==> config.mk <==
export PLATFORM = sky130hd
export DESIGN_NAME = imem_loader
export DESIGN_NICKNAME = d
export VERILOG_FILES = /design/src/rtl/imem_loader_pkg.sv /design/src/rtl/imem_loader_csum.sv /design/src/rtl/imem_loader.sv
export SDC_FILE = /design/constraint.sdc
export NUM_CORES = 1
export LEC_CHECK = 0
export ABC_AREA = 1
export BUFFER_PORTS_ARGS = -buffer_cell sky130_fd_sc_hd__buf_2
export CAP_MARGIN = 20
export CORE_MARGIN = 2
export CORE_UTILIZATION = 49
export CTS_CLUSTER_SIZE = 30
export DETAILED_ROUTE_END_ITERATION = 16
export PLACE_DENSITY = 0.81
export SLEW_MARGIN = 5
export SYNTH_ARGS = -nofsm -noshare
export SYNTH_HDL_FRONTEND = slang
export SYNTH_SLANG_ARGS = --single-unit
==> constraint.sdc <==
create_clock -name Clk -period 1.9 [get_ports Clk]
set_input_delay 0.285 -clock Clk [delete_from_list [all_inputs] [get_ports Clk]]
set_output_delay 0.285 -clock Clk [all_outputs]
set_load 0.05 [all_outputs]
==> src/rtl/imem_loader_pkg.sv <==
// Shared types and constants for the instruction-memory program loader.
package imem_loader_pkg;

  localparam int unsigned WORD_BYTES        = 4;
  localparam int unsigned DEFAULT_DEPTH     = 128;
  localparam logic [31:0] DEFAULT_BASE_ADDR = 32'h0000_0000;

  typedef enum logic [2:0] {
    IDLE,
    LOAD,
    CHECK,
    RUN,
    ERR
  } loaderState_e;

endpackage

==> src/rtl/imem_loader_csum.sv <==
// Running 32-bit sum of loaded program words, compared against a supplied checksum.
module imem_loader_csum (
  input  logic        Clk,
  input  logic        Rst_n,
  input  logic        Clear,
  input  logic        Enable,
  input  logic [31:0] Data,
  output logic        MatchC
);

  logic [31:0] sum;

  // Accumulate accepted words modulo 2^32; Clear restarts a new load.
  always_ff @(posedge Clk or negedge Rst_n) begin
    if (!Rst_n) begin
      sum <= '0;
    end else if (Clear) begin
      sum <= '0;
    end else if (Enable) begin
      sum <= sum + Data;
    end
  end

  assign MatchC = (sum == Data);

endmodule

==> src/rtl/imem_loader.sv <==
// Program loader: streams words into instruction memory and stalls the CPU until done.
// Optional checksum word after the program is enabled by IMEM_LOADER_CHECKSUM_EN.
module imem_loader
  import imem_loader_pkg::*;
#(
  parameter int unsigned DEPTH     = DEFAULT_DEPTH,
  parameter logic [31:0] BASE_ADDR = DEFAULT_BASE_ADDR
) (
  input  logic                     Clk,
  input  logic                     Rst_n,
  input  logic                     Start,
  input  logic [$clog2(DEPTH):0]   WordCount,
  input  logic [31:0]              InData,
  input  logic                     InValid,
  output logic                     InReady,
  output logic [31:0]              MemAddr,
  output logic [31:0]              MemWriteData,
  output logic                     MemWrite,
  output logic                     CpuStall,
  output logic                     Done,
  output logic                     Error
);

  localparam int unsigned CW = $clog2(DEPTH) + 1;

  loaderState_e state, nextState, afterLoad;
  logic [CW-1:0] count, nextCount;
  logic [CW-1:0] index, nextIndex;
  logic [CW-1:0] clampedCount;
  logic [31:0]   memAddrNext, memWriteDataNext;
  logic          memWriteNext, cpuStallNext, doneNext;
  logic          readyC;

`ifdef IMEM_LOADER_CHECKSUM_EN
  logic csumClear, csumEnable, csumMatch;
  logic errorQ, errorNext;

  imem_loader_csum uCsum (
    .Clk    (Clk),
    .Rst_n  (Rst_n),
    .Clear  (csumClear),
    .Enable (csumEnable),
    .Data   (InData),
    .MatchC (csumMatch)
  );

  assign afterLoad = CHECK;
  assign Error     = errorQ;
`else
  assign afterLoad = RUN;
  assign Error     = 1'b0;
`endif

  assign clampedCount = (WordCount > CW'(DEPTH)) ? CW'(DEPTH) : WordCount;
  assign InReady      = readyC;

  // State register.
  always_ff @(posedge Clk or negedge Rst_n) begin
    if (!Rst_n) begin
      state <= IDLE;
    end else begin
      state <= nextState;
    end
  end

  // Next-state, handshake and next values of the registered write/status outputs.
  always_comb begin
    nextState        = state;
    nextCount        = count;
    nextIndex        = index;
    memAddrNext      = MemAddr;
    memWriteDataNext = MemWriteData;
    memWriteNext     = 1'b0;
    readyC           = 1'b0;
`ifdef IMEM_LOADER_CHECKSUM_EN
    csumClear        = 1'b0;
    csumEnable       = 1'b0;
    errorNext        = errorQ;
`endif
    case (state)
      IDLE, RUN, ERR: begin
        if (Start) begin
          nextCount = clampedCount;
          nextIndex = '0;
          nextState = LOAD;
`ifdef IMEM_LOADER_CHECKSUM_EN
          csumClear = 1'b1;
          errorNext = 1'b0;
`endif
        end
      end
      LOAD: begin
        // An empty program skips straight past the data phase.
        readyC = (count != '0);
        if (count == '0) begin
          nextState = afterLoad;
        end else if (InValid) begin
          memAddrNext      = BASE_ADDR + 32'(index) * WORD_BYTES;
          memWriteDataNext = InData;
          memWriteNext     = 1'b1;
          nextIndex        = CW'(index + 1'b1);
`ifdef IMEM_LOADER_CHECKSUM_EN
          csumEnable       = 1'b1;
`endif
          if (index == CW'(count - 1'b1)) begin
            nextState = afterLoad;
          end
        end
      end
`ifdef IMEM_LOADER_CHECKSUM_EN
      CHECK: begin
        // One extra word is the checksum; it is compared, never written.
        readyC = 1'b1;
        if (InValid) begin
          nextState = csumMatch ? RUN : ERR;
          errorNext = !csumMatch;
        end
      end
`endif
      default: nextState = IDLE;
    endcase
    cpuStallNext = (nextState != RUN);
    doneNext     = (nextState == RUN);
  end

  // Count/index and registered memory-write and status outputs.
  always_ff @(posedge Clk or negedge Rst_n) begin
    if (!Rst_n) begin
      count        <= '0;
      index        <= '0;
      MemAddr      <= BASE_ADDR;
      MemWriteData <= '0;
      MemWrite     <= 1'b0;
      CpuStall     <= 1'b1;
      Done         <= 1'b0;
    end else begin
      count        <= nextCount;
      index        <= nextIndex;
      MemAddr      <= memAddrNext;
      MemWriteData <= memWriteDataNext;
      MemWrite     <= memWriteNext;
      CpuStall     <= cpuStallNext;
      Done         <= doneNext;
    end
  end

`ifdef IMEM_LOADER_CHECKSUM_EN
  // Checksum error flag, held in ERR until the next Start.
  always_ff @(posedge Clk or negedge Rst_n) begin
    if (!Rst_n) begin
      errorQ <= 1'b0;
    end else begin
      errorQ <= errorNext;
    end
  end
`endif

endmodule
==> impl_results.md <==
- Antenna diode count: 0
- Series of cell instances along the critical path: inv_1 -> nand2_1 -> nor2_4 -> inv_2 -> nor2_1 -> buf_6
- Leak: 2.07 nW
- Overall power consumption: 4.15 mW
- Wire length of the first global-routing pass: 10000 um
- Type of the worst min-delay path: in -> reg
- Core footprint: 0.00592 mm2
- Hold Vio Cnt, Final: 0
- Routed len/inst: 11.9 um
- Die X: 82.5 um
- Clock tree sinks: 62
- Boundary pin count: 113
- Cell count after synthesis: 371
- Endpoint arrival time on the critical path: 1550 ps
- EDFF count, synth: 0
- #FFs+latches synth: 62
- Most used cells in the layout excluding fill and tap cells: nand2_1 (157), buf_2 (86), dfrtp_1 (61)
- Final Wtd Congestion: 0.868
- Time the worst path needs with I/O delays and setup: 1830 ps
- Count of port buffers added during placement: 87
- Worst clock skew: 10.0 ps
- Total vias in the final route: 2577
- Highest Clock Rate: 0.546 GHz
- FP Rows: 28
- GRT overflow: 0
- TritonCTS clock tree: done
- Via count of the first global-routing pass: 2291
- Status: finished, final reports clean
- DR DRC count: 0
- Library cell used as clock root buffer: clkbuf_8
- Largest buffer count on any clock path: 2
- Setup WS post-layout: 68.7 ps
- Most common cell after layout, fill and taps aside: nand2_1
- Worst path max stage delay: 380 ps
- Initial antenna violation count: 0
- H-tree depth: 3
- Post-synthesis cell type with the largest combined area: dfrtp_1
- Fraction of final layout cells sized beyond drive strength 1: 0.265
- Endpoint type of the worst setup path: output port
- Post-layout net count: 513
- Unrepaired setup endpoints after global routing: true
- Leading register cell type out of synthesis: dfrtp_1
- Master of the slowest instance on the critical path: dfrtp_1
- Growth of design area from synthesis to finish: 21.3%
- Cell types with the largest area share after synthesis: dfrtp_1 (51%), nand2_1 (20%), buf_4 (6.2%)
- Share of the synthesized area in the top cell type: 0.506
- Part of the cycle the worst path needs: 0.964
- TritonCTS buffer count: 9
- Total GRT Usage: 0.197
- Violation count after the first detailed-routing iteration: 108
- Overall die area: 0.00681 mm2
- Hold Worst Slack: 150 ps
- Syn_area_per_cell: 8.14 um2
- Pin count of the biggest net entering global routing: 44
- Effective utilization at floorplan: 0.510
- Areal power density over the cells: 1130 mW/mm2
- Post-synthesis cell area: 0.00302 mm2
- Clock slew at reported path FFs: 70 ps
- Req. time, crit path: 1620 ps
- Category of the worst setup path launch point: register
- Type of the worst setup path: reg -> out
- Count of nets left with antenna violations after detail routing: 0
- Clock insertion delay at the later pin of the skew report: 330 ps
- Crit path max fanout: 5
- Final-report max-slew violation count: 0
- Final sum of negative setup slack: 0 ps
- Sequential-to-total area share from yosys stat: 0.514
- Post-Route WL: 6480 um
- Synthesis warning total: 0
- DIE HEIGHT: 82.5 um
- Avg Vias per Cell: 4.72
- TritonRoute pass-1 iters: 5
- Pre-CTS WS: 155 ps
- Count of max-cap constraint violations: 0
- Proportion of synthesized flip-flops having asynchronous set or reset: 1.00
- Detail Placement HPWL: 4870 um
- Count of unique library cells instantiated by Yosys: 25
- VDD IR max: 0.523 mV
- Endpoints failing setup: 0
## metrics by stage
stage,instances,instance area [um2],util
finish,546,3660,0.619
global route,546,3660,0.619
CTS,544,3640,0.614
detailed placement,527,3440,0.581
global placement,527,3440,0.581
floorplan,395,3110,-
## per-layer routing
| layer | up-vias | GRT usage | routed length, um | part of all wire |
|---|---|---|---|---|
| met5 | - | 0 | 0 | 0 |
| met4 | 0 | 0.0721 | 108 | 0.017 |
| met3 | 11 | 0.0587 | 522 | 0.081 |
| met2 | 98 | 0.333 | 3080 | 0.47 |
| met1 | 1180 | 0.237 | 2770 | 0.43 |
| li1 | 1288 | - | - | - |
## power breakdown
part	switching (mW)	leakage, nW	total [mW]	internal [mW]
logic	1.02	1.25	1.36	0.341
clock network	0.468	0.0904	1.07	0.602
registers	0.181	0.732	1.73	1.54
total	1.67	2.07	4.15	2.49
## Yosys cell counts (3+ instances only)
library cell,n
a21oi_1,6
nand2_2,5
o21ai_0,17
xor2_1,4
nor2_1,20
nand3_1,18
inv_2,4
dfrtp_1,61
ha_1,3
xnor2_1,3
buf_2,6
buf_6,3
nand2_1,157
inv_1,24
buf_4,25
## flip-flops by register name (all words and copies together), names as in the netlist
register	flops
MemAddr	8
count	8
state	3
Done	1
CpuStall	1
MemWriteData	32
index	8
MemWrite	1
## path summary, 6_finish.rpt
| kind | startpoint | end | slack [ps] | depth (start not counted) |
|---|---|---|---|---|
| min in group asynchronous | Rst_n | MemWriteData[13] | 460 | 2 |
| max in group asynchronous | Rst_n | MemAddr[2] | 870 | 3 |
| worst min-delay path | InData[20] | MemWriteData[20] | 150 | 3 |
| worst max-delay path | state[2] | InReady | 70 | 6 |
| worst max register to register | count[0] | state[1] | 170 | 11 |
| worst min register to register | MemWriteData[8] | MemWriteData[8] | 470 | 2 |
## worst max-delay path: cells and delay by family, from the launching register on
family	cells	cell delay (ps)
buffers and inverters	3	350
flip-flops	1	380
AND/OR/NAND/NOR	3	490
## layout make-up
cell class / count / area, um2
clock buffers: 12 / 135
clock inverters: 4 / 47.5
fillers: 523 / 2260
inverters: 28 / 105
multi-input cells: 271 / 1210
flip-flops and latches: 62 / 1550
well taps: 75 / 93.8
repair buffers: 94 / 522
## kinds of logic (layout without fill, tap and decap cells)
logic type	after synthesis	after routing	synth area share
adder cells (fa/ha/maj)	3	3	0.0124
AO/OA/AOI/OAI	27	27	0.0514
XOR/XNOR	7	7	0.0203
other	1	25	0.00124
flip-flops	62	62	0.514
AND/OR/NAND/NOR	209	209	0.282
buffers and inverters	62	138	0.118
## what timing repair did
item                       CTS  global route
hold endpoints to repair    18             0
pin swaps                    0             1
gates resized for setup      1             4
hold buffers                 1             0
buffers inserted             0             2
setup endpoints to repair    1             7
(Power assumes the default switching activity.)
